--- src/rtl/uart_rx_8n1.sv ---
// uart_rx_8n1 -- 8N1 UART receiver (8E1 when UART_RX_PARITY_EN is defined).
//
// Oversamples the asynchronous rx line with clk, validates the start bit at
// mid-bit and samples data, optional parity and stop bits at bit centres.
//
// Optional feature macro: UART_RX_PARITY_EN
//   defined   : one even-parity bit follows data bit 7; a bad parity with a
//               good stop bit gives a parity_err pulse instead of rxvalid.
//   undefined : plain 8N1, parity_err is tied low.
//
// Parameters:
//   CLKS_PER_BIT - clk cycles per serial bit (even, >= 4).
//
// Ports:
//   clk         in   system clock, rising edge
//   resetn      in   asynchronous active-low reset
//   rx          in   serial line, idle high, asynchronous to clk
//   rxbyte      out  last correctly received byte (first wire bit in bit 0)
//   rxvalid     out  one-cycle strobe, rxbyte updated in the same cycle
//   framing_err out  one-cycle strobe, stop bit sampled low
//   parity_err  out  one-cycle strobe, parity mismatch (parity build only)
//   busy        out  high whenever the receiver is not idle
`timescale 1ns/1ps

module uart_rx_8n1 #(
   parameter int unsigned CLKS_PER_BIT = 16
) (
   input  logic       clk,
   input  logic       resetn,
   input  logic       rx,
   output logic [7:0] rxbyte,
   output logic       rxvalid,
   output logic       framing_err,
   output logic       parity_err,
   output logic       busy
);

   localparam int unsigned CNT_W = (CLKS_PER_BIT > 1) ? $clog2(CLKS_PER_BIT) : 1;
   localparam logic [CNT_W-1:0] CNT_HALF = CNT_W'(CLKS_PER_BIT / 2 - 1);
   localparam logic [CNT_W-1:0] CNT_FULL = CNT_W'(CLKS_PER_BIT - 1);

   typedef enum logic [2:0] {
      S_IDLE,
      S_START,
      S_DATA,
      S_STOP,
      S_BREAK
`ifdef UART_RX_PARITY_EN
      , S_PARITY
`endif
   } state_t;

   state_t           state_q, state_d;
   logic             rx_meta_q, rx_s_q;
   logic [CNT_W-1:0] cnt_q, cnt_d;
   logic [2:0]       bit_idx_q, bit_idx_d;
   logic [7:0]       shreg_q, shreg_d;
   logic [7:0]       rxbyte_q, rxbyte_d;
   logic             rxvalid_q, rxvalid_d;
   logic             framing_err_q, framing_err_d;
`ifdef UART_RX_PARITY_EN
   logic             parity_err_q, parity_err_d;
   logic             par_bad_q, par_bad_d;
`endif

   // Two-flop synchroniser; reset to the idle (high) line level so reset
   // release never looks like a start bit.
   always_ff @(posedge clk or negedge resetn) begin
      if (!resetn) begin
         rx_meta_q <= 1'b1;
         rx_s_q    <= 1'b1;
      end else begin
         rx_meta_q <= rx;
         rx_s_q    <= rx_meta_q;
      end
   end

   always_ff @(posedge clk or negedge resetn) begin
      if (!resetn) begin
         state_q       <= S_IDLE;
         cnt_q         <= '0;
         bit_idx_q     <= '0;
         shreg_q       <= '0;
         rxbyte_q      <= '0;
         rxvalid_q     <= 1'b0;
         framing_err_q <= 1'b0;
`ifdef UART_RX_PARITY_EN
         parity_err_q  <= 1'b0;
         par_bad_q     <= 1'b0;
`endif
      end else begin
         state_q       <= state_d;
         cnt_q         <= cnt_d;
         bit_idx_q     <= bit_idx_d;
         shreg_q       <= shreg_d;
         rxbyte_q      <= rxbyte_d;
         rxvalid_q     <= rxvalid_d;
         framing_err_q <= framing_err_d;
`ifdef UART_RX_PARITY_EN
         parity_err_q  <= parity_err_d;
         par_bad_q     <= par_bad_d;
`endif
      end
   end

   always_comb begin
      state_d       = state_q;
      cnt_d         = cnt_q + CNT_W'(1);
      bit_idx_d     = bit_idx_q;
      shreg_d       = shreg_q;
      rxbyte_d      = rxbyte_q;
      rxvalid_d     = 1'b0;
      framing_err_d = 1'b0;
`ifdef UART_RX_PARITY_EN
      parity_err_d  = 1'b0;
      par_bad_d     = par_bad_q;
`endif

      unique case (state_q)
         S_IDLE: begin
            if (!rx_s_q) begin
               state_d = S_START;
               cnt_d   = '0;
            end
         end

         // Re-check the line half a bit later; a high level here was a glitch.
         S_START: begin
            if (cnt_q == CNT_HALF) begin
               cnt_d = '0;
               if (!rx_s_q) begin
                  state_d   = S_DATA;
                  bit_idx_d = '0;
               end else begin
                  state_d = S_IDLE;
               end
            end
         end

         // Sample point now sits at bit centres; the counter is also cleared
         // here so non-power-of-two CLKS_PER_BIT values wrap correctly.
         S_DATA: begin
            if (cnt_q == CNT_FULL) begin
               cnt_d     = '0;
               shreg_d   = {rx_s_q, shreg_q[7:1]};
               bit_idx_d = bit_idx_q + 3'd1;
               if (bit_idx_q == 3'd7) begin
`ifdef UART_RX_PARITY_EN
                  state_d = S_PARITY;
`else
                  state_d = S_STOP;
`endif
               end
            end
         end

`ifdef UART_RX_PARITY_EN
         // Even parity: data bits XOR parity bit must be 0.
         S_PARITY: begin
            if (cnt_q == CNT_FULL) begin
               cnt_d     = '0;
               par_bad_d = ^{shreg_q, rx_s_q};
               state_d   = S_STOP;
            end
         end
`endif

         S_STOP: begin
            if (cnt_q == CNT_FULL) begin
               cnt_d = '0;
               if (rx_s_q) begin
                  state_d = S_IDLE;
`ifdef UART_RX_PARITY_EN
                  if (par_bad_q) begin
                     parity_err_d = 1'b1;
                  end else begin
                     rxbyte_d  = shreg_q;
                     rxvalid_d = 1'b1;
                  end
`else
                  rxbyte_d  = shreg_q;
                  rxvalid_d = 1'b1;
`endif
               end else begin
                  framing_err_d = 1'b1;
                  state_d       = S_BREAK;
               end
            end
         end

         // Wait out a held-low line so a break yields a single framing error.
         S_BREAK: begin
            if (rx_s_q) begin
               state_d = S_IDLE;
               cnt_d   = '0;
            end
         end

         default: begin
            state_d = S_IDLE;
            cnt_d   = '0;
         end
      endcase
   end

   assign rxbyte      = rxbyte_q;
   assign rxvalid     = rxvalid_q;
   assign framing_err = framing_err_q;
   assign busy        = (state_q != S_IDLE);
`ifdef UART_RX_PARITY_EN
   assign parity_err  = parity_err_q;
`else
   assign parity_err  = 1'b0;
`endif

endmodule

--- config.mk ---
export PLATFORM = sky130hd
export DESIGN_NAME = uart_rx_8n1
export DESIGN_NICKNAME = d
export VERILOG_FILES = /design/src/rtl/uart_rx_8n1.sv
export SDC_FILE = /design/constraint.sdc
export NUM_CORES = 1
export LEC_CHECK = 0
export CAP_MARGIN = 40
export CORE_AREA = 2 2 53 55
export CTS_CLUSTER_SIZE = 20
export DETAILED_ROUTE_END_ITERATION = 10
export DIE_AREA = 0 0 55 57
export GPL_TIMING_DRIVEN = 0
export PLACE_DENSITY = 0.74
export SETUP_SLACK_MARGIN = 0.1
export SLEW_MARGIN = 20
export SYNTH_ARGS = -nofsm -noshare
export SYNTH_HDL_FRONTEND = slang
export SYNTH_SLANG_ARGS = --single-unit
--- constraint.sdc ---
create_clock -name clk -period 1.9 [get_ports clk]
set_clock_uncertainty 0.05 [all_clocks]
set_input_delay 0.38 -clock clk [delete_from_list [all_inputs] [get_ports clk]]
set_output_delay 0.38 -clock clk [all_outputs]
set_load 0.005 [all_outputs]
==> impl_results.md <==
* Area post-placement at 1480 sq um
* RSZ-0062 raised after global routing: true
* Worst r2r path cells at 5
* Final hold slack at 0.0254 ns
* ANT cells at 0
* Placed insts at 143
* Drt total wl at 2.27 mm
* Full die area at 3140 sq um
* Via/cell ratio at 5.25
* Slew @ Worst Pin at 0.649 ns
* Top area cells in the synthesized netlist: dfrtp_1 (53%), mux2_2 (15%), dfstp_2 (4.0%)
* Detailed placer's ending HPWL at 1.44 mm
* Gp weighted congestion at 0.755
* Initial Util at 50.5%
* Post-synthesis register bit count at 30
* Setup_tns at 0 ns
* Post-synthesis sequential area ratio at 57.1%
* Port Buf Inserts at 13
* CP startpoint kind: register
* First drt pass iteration count at 4
* Syn nets at 105
* Total CTS buffers at 5
* Required time worst endpoint at 1.47 ns
* Rows at 19
* Clock Pin Slew Worst Setup and Hold Paths at 0.09 ns
* Layout cells sized above 1 at 39.2%
* P&R area growth vs syn at 24.6%
* Max-slew violation count at 0
* Min Tclk post-route at 1.76 ns
* Worst-path fanout max at 2
* Die Y at 57 um
* DR WL/cell at 14.1 um
* Nets at 135
* Mapped Area at 1320 sq um
* GRT Total Usage at 18.2%
* Worst flop-to-flop path endpoint: shreg_q[6]$_DFFE_PN0P_
* Clock Tree Root: clkbuf_4
* Top Ports at 15
* CORE AREA at 2620 sq um
* Avg Cell Area, Syn at 13.3 sq um
* DRC errors left at 0
* Power, Total at 1.65 mW
* Post-Synthesis Cells at 99
* Drt initial violations at 3
* Most frequent cells in the layout: dfrtp_1 (28), mux2_2 (17), buf_4 (12), clkdlybuf4s50_1 (11), nor2_1 (8)
* YS warnings at 0
* VDD IR max at 0.630 mV
* Vias at 846
* Number of global-route vias before repair at 836
* CTS Hold Bufs at 0
* Dpl ws at 0.0509 ns
* Cell area after layout at 1640 sq um
* First-pass GRT wire length at 3.92 mm
* Final setup viols at 0
* CTS tree: yes
* Worst slew margin at 56.8%
* RR Startpoint: cnt_q[0]$_DFF_PN0_
* Global route total overflow at 0
* CTS Buffer Depth at 2
* Setup WS post-layout at 0.143 ns
* Worst Hold Class: input port to asynchronous set/reset pin
* Sink count of the clock tree at 30
* Htree depth at 2
* Worst Setup End Kind: output port
* CP Class: register to output port
* Commonest non-fill, non-tap cell in the layout: dfrtp_1
* WP data arrival at 1.33 ns
* Period utilisation layout at 92.5%
* Worst Setup EP: busy
* Post-DRT Antenna Nets at 0
* Final non-filler cell total at 161
* Status: finished, final reports clean
* Leak Pwr at 0.794 nW
* Synth area leader: dfrtp_1
* Clock latency at the later pin of the worst-skew pair at 0.33 ns
* Yosys top cell area share at 53.1%
* FF-to-FF setup slack at 0.17 ns
* Fmax at 569 MHz
* Max-Cap Viols at 0
* Pwr dens at 1000 nW/um^2
* Die Width at 55 um
* Final Hold Fails at 0
* Largest net degree at the start of global routing at 31
* CP startpoint: state_q[0]$_DFFE_PN0P_
* Final Core Density at 62.9%
* Synth cell types at 31
* Number of antenna violations at the first check in global routing at 0
## registers in the layout (all words and copies together), names as in the netlist
signal and flops:
bit_idx_q 3, cnt_q 4, framing_err 1, rx_meta_q 1, rx_s_q 1, rxbyte 8
rxvalid 1, shreg_q 8, state_q 3
## where the power goes
part | leakage, nW | total [mW] | internal, mW | switching (mW)
Combinational | 0.361 | 0.480 | 0.250 | 0.230
Sequential | 0.400 | 0.779 | 0.713 | 0.0659
Clock | 0.0326 | 0.388 | 0.182 | 0.206
Total | 0.794 | 1.65 | 1.15 | 0.502
## worst min path at each step
stage                         from                  endpoint  slack (ns)  cells past startpoint
3_3_place_gp   rx_meta_q$_DFF_PN1_          rx_s_q$_DFF_PN1_        0.30                      0
2_1_floorplan               resetn  bit_idx_q[0]$_DFFE_PN0P_        0.03                      0
6_report                    resetn        cnt_q[3]$_DFF_PN0_        0.03                      1
5_1_grt                     resetn    shreg_q[1]$_DFFE_PN0P_        0.06                      1
4_1_cts                     resetn     rxbyte[2]$_DFFE_PN0P_        0.04                      1
3_5_place_dp   rx_meta_q$_DFF_PN1_          rx_s_q$_DFF_PN1_        0.30                      0
## Yosys cell counts, drive strengths merged
| cell | count |
|---|---|
| nor3 | 2 |
| nor4 | 1 |
| nor4b | 1 |
| dfrtp | 28 |
| and2 | 1 |
| or3 | 1 |
| clkbuf | 1 |
| nor2 | 9 |
| nor2b | 1 |
| mux2 | 17 |
| buf | 6 |
| o211ai | 1 |
| dfstp | 2 |
| nand2 | 3 |
| ha | 3 |
| a21oi | 2 |
| nand3b | 2 |
| xor2 | 4 |
| a22o | 2 |
| o21ai | 1 |
| inv | 2 |
| and3 | 1 |
| a31oi | 2 |
| nand3 | 3 |
| conb | 1 |
| a311oi | 1 |
| nand4 | 1 |
## kinds of logic after synthesis
family                     synth area share, %
xor gates and xnor gates                  2.65
other                                    0.284
AOI/OAI and AO/OA                         4.83
buffers and inverters                     3.98
DFF                                       57.1
muxes                                     14.5
and+or+nand+nor                           13.8
adders and majority gates                 2.84
## metal layers
layer,vias to the layer above,global-route usage [%],share of wire [%]
li1,400,-,-
met1,425,23.8,44
met2,15,26.4,49
met3,6,8.12,4.4
met4,0,7.32,1.9
met5,-,0,0
## area by class of cell
class / instances / area, sq um
multi-input combinational: 60 / 527
timing repair buffer: 23 / 195
sequential: 30 / 753
clock buffer: 8 / 58.8
inverter: 2 / 7.51
tap: 31 / 38.8
fill: 220 / 971
buffer: 7 / 63.8
## worst max-delay path: stages, from the launching register on
cell     delay [ns]
dfrtp_1        0.40
buf_6          0.12
or3_1          0.34
buf_2          0.13
## repair_timing
item / 4_1_cts / 5_1_grt
pin swaps: 1 / 1
setup endpoints to repair: 8 / 12
gates resized for setup: 10 / 2
buffers inserted: 8 / 2
Note: power is estimated with default switching activity, not from simulation.
